## config.mk

```make
export PLATFORM = sky130hd
export DESIGN_NAME = hazard_stall_ctrl
export DESIGN_NICKNAME = d
export VERILOG_FILES = /design/src/rtl/hazard_stall_ctrl.sv
export SDC_FILE = /design/constraint.sdc
export NUM_CORES = 1
export LEC_CHECK = 0
export CORE_MARGIN = 5
export CORE_UTILIZATION = 36
export DETAILED_ROUTE_END_ITERATION = 12
export PLACE_DENSITY = 0.88
export SETUP_SLACK_MARGIN = 0.15
export SYNTH_ARGS = -nofsm -noshare
export SYNTH_HDL_FRONTEND = slang
export SYNTH_SLANG_ARGS = --single-unit
```

## constraint.sdc

```tcl
create_clock -name clock -period 1.9 [get_ports clock]
set_input_delay 0.38 -clock clock [delete_from_list [all_inputs] [get_ports clock]]
set_output_delay 0.38 -clock clock [all_outputs]
set_load 0.01 [all_outputs]
```

## src/rtl/hazard_stall_ctrl.sv

```systemverilog
// Load-use and multdiv stall/bubble controller for the 5-stage pipeline.
// Optional macro HAZARD_STALL_COUNT_EN adds a saturating stall_cycles counter.
module hazard_stall_ctrl #(
  parameter int MD_TIMEOUT = 64,
  parameter int CNT_W      = 7
) (
  input  logic       clock,
  input  logic       reset,
  input  logic       d_reads_rs,
  input  logic       d_reads_rt,
  input  logic [4:0] d_rs,
  input  logic [4:0] d_rt,
  input  logic       x_valid,
  input  logic [4:0] x_opcode,
  input  logic [4:0] x_aluop,
  input  logic [4:0] x_rd,
  input  logic       md_ready,
  output logic       stall_fd,
  output logic       stall_dx,
  output logic       bubble_dx,
  output logic       bubble_xm,
  output logic       md_start,
  output logic       md_busy,
  output logic       md_timeout
`ifdef HAZARD_STALL_COUNT_EN
  ,
  output logic [31:0] stall_cycles
`endif
);

  localparam logic [4:0]       OP_LW    = 5'b01000;
  localparam logic [4:0]       OP_RTYPE = 5'b00000;
  localparam logic [4:0]       ALU_MUL  = 5'b00110;
  localparam logic [4:0]       ALU_DIV  = 5'b00111;
  localparam logic [CNT_W-1:0] CNT_LAST = CNT_W'(MD_TIMEOUT - 1);

  typedef enum logic {IDLE, MD_WAIT} state_t;

  state_t           state;
  logic [CNT_W-1:0] cnt;
  logic             x_lw;
  logic             x_md;
  logic             lu;
  logic             cnt_last;

  assign x_lw     = x_valid && (x_opcode == OP_LW);
  assign x_md     = x_valid && (x_opcode == OP_RTYPE) &&
                    ((x_aluop == ALU_MUL) || (x_aluop == ALU_DIV));
  assign lu       = (state == IDLE) && x_lw && (x_rd != 5'd0) &&
                    ((d_reads_rs && (d_rs == x_rd)) || (d_reads_rt && (d_rt == x_rd)));
  assign cnt_last = (cnt == CNT_LAST);

  // Controls are combinational so a hazard stalls in the cycle it appears.
  always_comb begin
    stall_fd   = 1'b0;
    stall_dx   = 1'b0;
    bubble_dx  = 1'b0;
    bubble_xm  = 1'b0;
    md_start   = 1'b0;
    md_busy    = 1'b0;
    md_timeout = 1'b0;
    if (!reset) begin
      case (state)
        IDLE: begin
          if (x_md) begin
            md_start  = 1'b1;
            stall_fd  = 1'b1;
            stall_dx  = 1'b1;
            bubble_xm = 1'b1;
          end else if (lu) begin
            stall_fd  = 1'b1;
            bubble_dx = 1'b1;
          end
        end
        MD_WAIT: begin
          md_busy = 1'b1;
          // A ready result wins over a coincident timeout.
          if (!md_ready) begin
            if (cnt_last) begin
              md_timeout = 1'b1;
            end else begin
              stall_fd  = 1'b1;
              stall_dx  = 1'b1;
              bubble_xm = 1'b1;
            end
          end
        end
        default: ;
      endcase
    end
  end

  always_ff @(posedge clock) begin
    if (reset) begin
      state <= IDLE;
      cnt   <= '0;
    end else begin
      case (state)
        IDLE: begin
          if (x_md) begin
            state <= MD_WAIT;
            cnt   <= '0;
          end
        end
        MD_WAIT: begin
          if (md_ready || cnt_last) begin
            state <= IDLE;
          end else begin
            cnt <= cnt + CNT_W'(1);
          end
        end
        default: state <= IDLE;
      endcase
    end
  end

`ifdef HAZARD_STALL_COUNT_EN
  always_ff @(posedge clock) begin
    if (reset) begin
      stall_cycles <= '0;
    end else if (stall_fd && (stall_cycles != 32'hFFFF_FFFF)) begin
      stall_cycles <= stall_cycles + 32'd1;
    end
  end
`endif

endmodule

```

==> results of run 1 <==
-- synthesized netlist by cell type, drive strengths merged, types with 2 or more instances --
library cell / count
a21oi: 5
a311oi: 4
a41oi: 2
and2: 3
buf: 2
dfxtp: 8
nand2: 6
nand2b: 3
nand3: 2
nand3b: 2
nor2b: 2
nor4: 5
o211ai: 2
o21ai: 3
xnor2: 2
xor2: 8
-- what timing repair did --
action,CTS,global route
setup endpoints to repair,7,10
pin swaps,21,15
resized for setup,101,35
setup buffers,2,8
-- power by group --
| group | leakage [nW] | total (W) | switching, W | internal, W |
|---|---|---|---|---|
| registers | 0.0660 | 0.000168 | 0.0000000314 | 0.000168 |
| logic | 0.506 | 0.000123 | 0.0000527 | 0.0000700 |
| clock network | 0.0138 | 0.000128 | 0.0000558 | 0.0000721 |
| total | 0.586 | 0.000419 | 0.000109 | 0.000310 |
-- routing by layer --
metal	vias to the layer above	routed length, um	share of wire
met1	421	1080	0.36
met2	24	1740	0.57
met3	11	120	0.040
met5	-	0	0
li1	404	-	-
met4	0	97	0.032
-- logic make-up (layout without fill, tap and decap cells) --
| kind of cell | count (synthesis) | after routing | synth area share |
|---|---|---|---|
| XOR/XNOR | 10 | 10 | 0.140 |
| buffers and inverters | 4 | 71 | 0.0361 |
| flip-flops | 8 | 8 | 0.257 |
| AO/OA/AOI/OAI | 20 | 20 | 0.265 |
| AND/OR/NAND/NOR | 28 | 28 | 0.283 |
| adder cells (fa/ha/maj) | 1 | 1 | 0.0200 |
-- metrics by stage --
step           instance area [um^2]  power, W  hold slack, ps
6_report                       1380  0.000419             527
5_1_grt                        1380  0.000444             559
4_1_cts                        1210  0.000403             481
3_5_place_dp                   1160  0.000280             474
3_3_place_gp                   1160  0.000277             469
2_1_floorplan                   637  0.000198             451
-- critical path, cell delays in order --
cell	delay [ps]
clkdlybuf4s50_1	390
nand3b_1	240
o21ai_4	270
and2_4	200
buf_6	100
-- cell type report --
| class | count | area (um^2) | area share |
|---|---|---|---|
| Timing Repair Buffer | 67 | 554 | 0.401 |
| Sequential cell | 8 | 164 | 0.118 |
| Clock buffer | 3 | 22.5 | 0.0163 |
| Multi-Input combinational cell | 59 | 618 | 0.447 |
| Inverter | 1 | 3.75 | 0.00271 |
| Tap cell | 17 | 21.3 | 0.0154 |
-- registers in the layout (all words and copies together) (netlist names) --
name / count
cnt: 7
state: 1
-- how the worst max path moves through the flow --
stage                     start   endpoint  slack (ps)  cells past startpoint
floorplan           x_opcode[1]   stall_fd         130                      4
global placement        x_rd[0]   stall_fd        -810                      6
detailed placement      x_rd[0]   stall_fd        -850                      6
CTS                       state   stall_fd        -190                      5
global route            x_rd[3]   stall_fd        -140                      7
finish               x_aluop[4]  bubble_xm         -60                      5
==> results.txt, run 1 <==
* Layer with the highest usage after global routing: met2
- Proportion of register bits with asynchronous set or reset after synthesis: 0
* Max-cap violations: 0
- H-tree levels: 1
- Of all nets on the critical path, the largest fanout is 3.
- Total count of hold-check failures in the final report: 0
- Synthesized net count: slightly above 100
- Number of pins with negative max-slew slack in the final report: 0
- Met2 routing resource usage after global routing: 0.415
- Before antenna repair, the detailed router went through 4 iterations.
- STA puts the critical path data required time at ~1500 ps.
* Area of the core: ~1700 um^2
* Initial antenna violation count: 0
- Worst reg2reg path endpoint: cnt[5]
- Number of cells in the design after placement: between 100 and 150
- In this run the worst hold path is classified as reg2reg.
- Run status: finished, violations left
* Vias post-DR: 860
- Sum of negative setup slack: -201 ps
- The startpoint identified for the worst hold timing path is cnt[5].
* Post-synthesis sequential element count: 8
- Yosys warning total: 0
- Clock skew: approximately 1.2 ps
- For the finished layout, the period the worst path requires is roughly 2000 ps.
- The worst register-to-register path begins at cnt[1].
- Entering global routing, the biggest net connects 9 pins.
* Average wire per standard cell: 19.6 um
- Measured against its own limit, the worst slew margin works out to 0.808.
* Highest clock frequency the design can meet: 509 MHz
- After the flow finishes, the layout carries non-filler instances totaling ~160.
- Worst setup margin: -63.5 ps
- Area share of the largest cell type after synthesis: 0.257
- Across every metal layer, demand over resource in global routing totals 0.215.
- At the pin with the least slew margin, the transition time is about 290 ps.
* Max IR drop VDD: between 0.4 and 0.5 mV
- Number of hold buffers added after CTS: 0
* Post-CTS clock slew at the launch and capture registers of the worst setup and hold paths: about 50 ps
- In the finished design, the share of the clock period the worst path needs comes to 1.03.
* Worst reg-to-reg setup slack: roughly 160 ps
- The library cells used most frequently in the layout, excluding fill and tap cells, are buf_4, buf_2, buf_6.
- The first routing iteration left 18 violations.
- Leaving out fill and tap cells, the most frequent cell in the layout is buf_4.
- Worst Reg2Reg Path Length in Cells: 8
- The worst hold path terminates at cnt[5].
* Top-Level Pins: 38
- Final setup violation count: 4
- OpenSTA, run right after detailed placement, puts the worst setup slack at -852 ps.
* Grt total ovfl: 0
- The worst setup path is launched from an input port.
* Final routed DRC violation total: 0
- The average instance in the mapped netlist occupies 8.79 um^2.
* Global-route met3 utilization: 0.0544
- Number of synthesized flops with an enable pin: 0
- For this run, the leading register cell type out of synthesis is dfxtp_1.
- Die Height: ~52 um
- Instance count along the most critical hold path: 1
- The largest total area in the synthesized netlist belongs to dfxtp_1.
* CTS tree: yes
* Filler cell count in the final layout: roughly 110
* Leak pwr: slightly below 0.6 nW
- Syn Inst Count: 71
- Number of input and output port buffers inserted: 36
* Layout cell share with drive strength beyond 1: 0.616
- The final reports fail on negative setup slack.
- Part of the Yosys area used for sequential elements: 0.257
* Core Rows: 15
- From synthesis to final layout, the design area changed by 122%.
- STA classifies the critical path endpoint as an output pin.
- Vias per Instance: about 5.5
- The detail route stage leaves a number of antenna-violating nets equal to 0.
- Measured on the finished design, the core utilization comes to 0.819.
* Number of buffers created by CTS: 3
* Unique masters post-synth: 34
- The die is about 52 um wide.
- Met1 demand-to-capacity share in global routing: 0.217
- The number of global-route vias before repair came to about 860.
- In this run the power density over the cells is roughly 300 nW/um^2.
- Number of antenna cells inserted: 0
* Starting density of the core: 0.370
- Final Routed Wirelength: between 3000 and 4000 um
- Die footprint: 2670 um^2
- Main area contributors after synthesis: dfxtp_1, xor2_1, a311oi_1, a21oi_1, nor4_1
- Placed wire-length estimate: slightly below 2000 um
- Clock Sink Count: 8
* Clock latency on the worst-skew pair: 250 ps
- Wire length of the first global-routing pass: between 4000 and 5000 um
* Data arrival time of the critical path: between 1500 and 2000 ps
* Routability congestion estimate from global placement: ~0.84
- Critical Setup Path Class: in2out
- The final layout contains approximately 170 nets.
- Post-synth design cell area: roughly 620 um^2
- Deepest clock path buffer count: 2
* RSZ-0062 raised after global routing: true
* Root buffer cell: clkbuf_4
Power figures use the tool's default switching activity.
==> run 2, diff against run 1 <==
CORE_UTILIZATION = 25   (was 36)
PLACE_DENSITY = 0.68   (was 0.88)
==> run 2 against run 1 <==
The flow still finishes with violations (negative setup slack). Cell count grew 8.4%. Critical path depth grew 2. Combinational power shrank 7%. Critical endpoint is now stall_fd.
==> results.txt, run 2 (synthesized netlist as in run 1, its figures left out) <==
* Run status: finished, violations left
* Violated checks: negative setup slack
- Filler cell count in the final layout: 225 (+110%)
* Data arrival time of the critical path: 1600 ps (+20 ps)
- Post-CTS clock slew at the launch and capture registers of the worst setup and hold paths: 60 ps (about the same)
- Commonest non-fill, non-tap cell in the layout: buf_4
- Vias post-DR: 825 (-4.1%)
* Beginning of the worst hold path: cnt[5]
- The worst setup path is captured at an output pin.
* Max-cap violations: 0 (unchanged)
* Peak fanout along the critical path: 2 (-1)
- Grt total ovfl: 0 (unchanged)
* Transition time at the pin with the least slew margin: 272 ps (-13.0 ps)
- Layout cell share with drive strength beyond 1: 0.551 (-0.0652)
- X dimension of the die: 60.0 um (+16%)
- The final hold violation count came to 0 (unchanged).
- The endpoint identified for the worst register-to-register timing path is cnt[5].
- Starting density of the core: 0.257 (-0.113)
- Number of pins with negative max-slew slack in the final report: 0 (unchanged)
* Final setup violation count: 2 (-2)
- Flip-flop count of the largest register, all copies and words added: 7 (unchanged)
* RSZ-0062 raised after global routing: true
- STA classifies the critical path startpoint as an input port.
* Post-route ant nets: 0 (unchanged)
- Worst Reg2Reg Path Length in Cells: 8 (unchanged)
- In this run the worst setup path begins at x_opcode[1].
* Final routed DRC violation total: 0 (unchanged)
- Final net count: 172 (unchanged)
- Placed wire-length estimate: 1780 um (-7.7%)
- Highest clock frequency the design can meet: 505 MHz (-0.91%)
- Tot GR Track Use: 0.129 (-0.0867)
- Headroom to the max-slew limit: 0.817 (+0.00898)
- The routability congestion estimate from global placement is 0.758 (-10%).
- Number of hold buffers added after CTS: 0 (unchanged)
- Worst setup margin: -81.5 ps (-18.0 ps)
- Critical Setup Path Class: in2out
* Number of DRC violations after detailed-routing iteration 0: 31 (+13)
* CTS tree: yes
- Die footprint: 3600 um^2 (+35%)
* Tmin final: 1980 ps (+18.0 ps)
* Post-route worst hold slack: 562 ps (+35.6 ps)
- Area Growth Syn to Fin: 121%
- Vias in the first global route: 876 (+1.7%)
- First-pass DRT Iterations: 4 (unchanged)
* Most used cells in the layout excluding fill and tap cells: buf_4, buf_6, xor2_1, dlymetal6s2s_1
* Top register by number of flip-flops: cnt
- The startpoint identified for the worst register-to-register timing path is cnt[0].
- H-tree levels: 1 (unchanged)
- Clock skew: 4.55 ps (+3.31 ps)
- The per-cell via count in the routed design came to 4.91 (-11%).
- Core Rows: 18 (+3)
- Root buffer cell: clkbuf_4
- The number of CTS-inserted buffers is 3 (unchanged).
- The slack of the worst reg-to-reg path came to 230 ps (+70 ps).
- Number of cells in the design after placement: 157 (+9.8%)
* Initial antenna violation count: 0 (unchanged)
- The number of buffers added on ports came to 36 (unchanged).
- The required arrival time at the worst endpoint is 1520 ps (about the same).
* Worst Setup EP: stall_fd
- Area of the core: 2430 um^2 (+44%)
* Final cell count without fillers: 168 (+8.4%)
* Clock Sink Count: 8 (unchanged)
- The clock latency of the later-clocked register in the worst-skew pair is 250 ps (about the same).
- The number of top-level pins was 38 (unchanged).
- The tightest min-delay check is of the reg2reg type.
* Wire length of the first global-routing pass: 3490 um (-14%)
- Die Height: 60.0 um (+16%)
- Period Utilization, post-route: 1.04 (+0.00947)
* Final Routed Wirelength: 2310 um (-24%)
- The power density normalized to cell area is 299 nW/um^2 (-1.2%).
- Average wire per standard cell: 13.8 um (-30%)
- The pin count of the biggest net entering global routing is 7 (-2).
- The maximum ir drop on the vdd rail is 0.263 mV (-41%).
* Leading registers by flop count: cnt (7), state (1)
- Leak pwr: 0.616 nW (+5.1%)
- The count of inserted antenna diode cells is 0 (unchanged).
- The maximum number of buffers from clock root to sink came to 2 (unchanged).
[run 2: area by class of cell]
cell class / instances / area, um^2 / share of cell area
inverter: 1 / 3.75 / 0.00272
timing repair buffer: 67 / 596 / 0.432
multi-input combinational: 59 / 554 / 0.402
sequential: 8 / 164 / 0.119
clock buffer: 3 / 22.5 / 0.0163
tap: 30 / 37.5 / 0.0272
[run 2: repair_timing]
item / in CTS / in global routing
setup endpoints to repair: 7 / 7
pin swaps: 20 / 10
setup buffers: 4 / 4
resized for setup: 105 / 31
[run 2: per-layer routing]
metal,vias up,global-route usage,wire length [um]
met4,0,0.0570,66
met3,8,0.0670,256
li1,407,-,-
met1,360,0.118,775
met2,50,0.233,1210
met5,-,0,0
[run 2: worst min path at each step]
stage | endpoint | cells past startpoint
after floorplan | cnt[5] | 1
after global placement | cnt[5] | 2
after detailed placement | cnt[5] | 2
after CTS | cnt[5] | 2
after global routing | cnt[4] | 2
final | cnt[5] | 2
[run 2: through the flow]
step / util / setup WS [ps] / power (W) / cell area (um^2) / setup TNS (ps)
finish: 0.566 / -81.5 / 0.000412 / 1380 / -105
global route: 0.566 / -151 / 0.000436 / 1380 / -342
CTS: 0.522 / -231 / 0.000412 / 1270 / -793
detailed placement: 0.489 / -825 / 0.000281 / 1190 / -4430
global placement: 0.489 / -818 / 0.000279 / 1190 / -4340
floorplan: - / 134 / 0.000198 / 637 / 0
[run 2: where the power goes]
group | internal [W] | leakage, nW | switching, W
Sequential | 0.000168 | 0.0660 | 0.0000000306
Clock | 0.0000723 | 0.0138 | 0.0000574
Combinational | 0.0000739 | 0.536 | 0.0000404
[run 2: critical path, stage by stage]
cell and delay [ps]:
buf_6 90, nor4_4 310, nand3b_4 110, buf_6 130, or3_4 320, o2bb2ai_2 110, buf_2 140
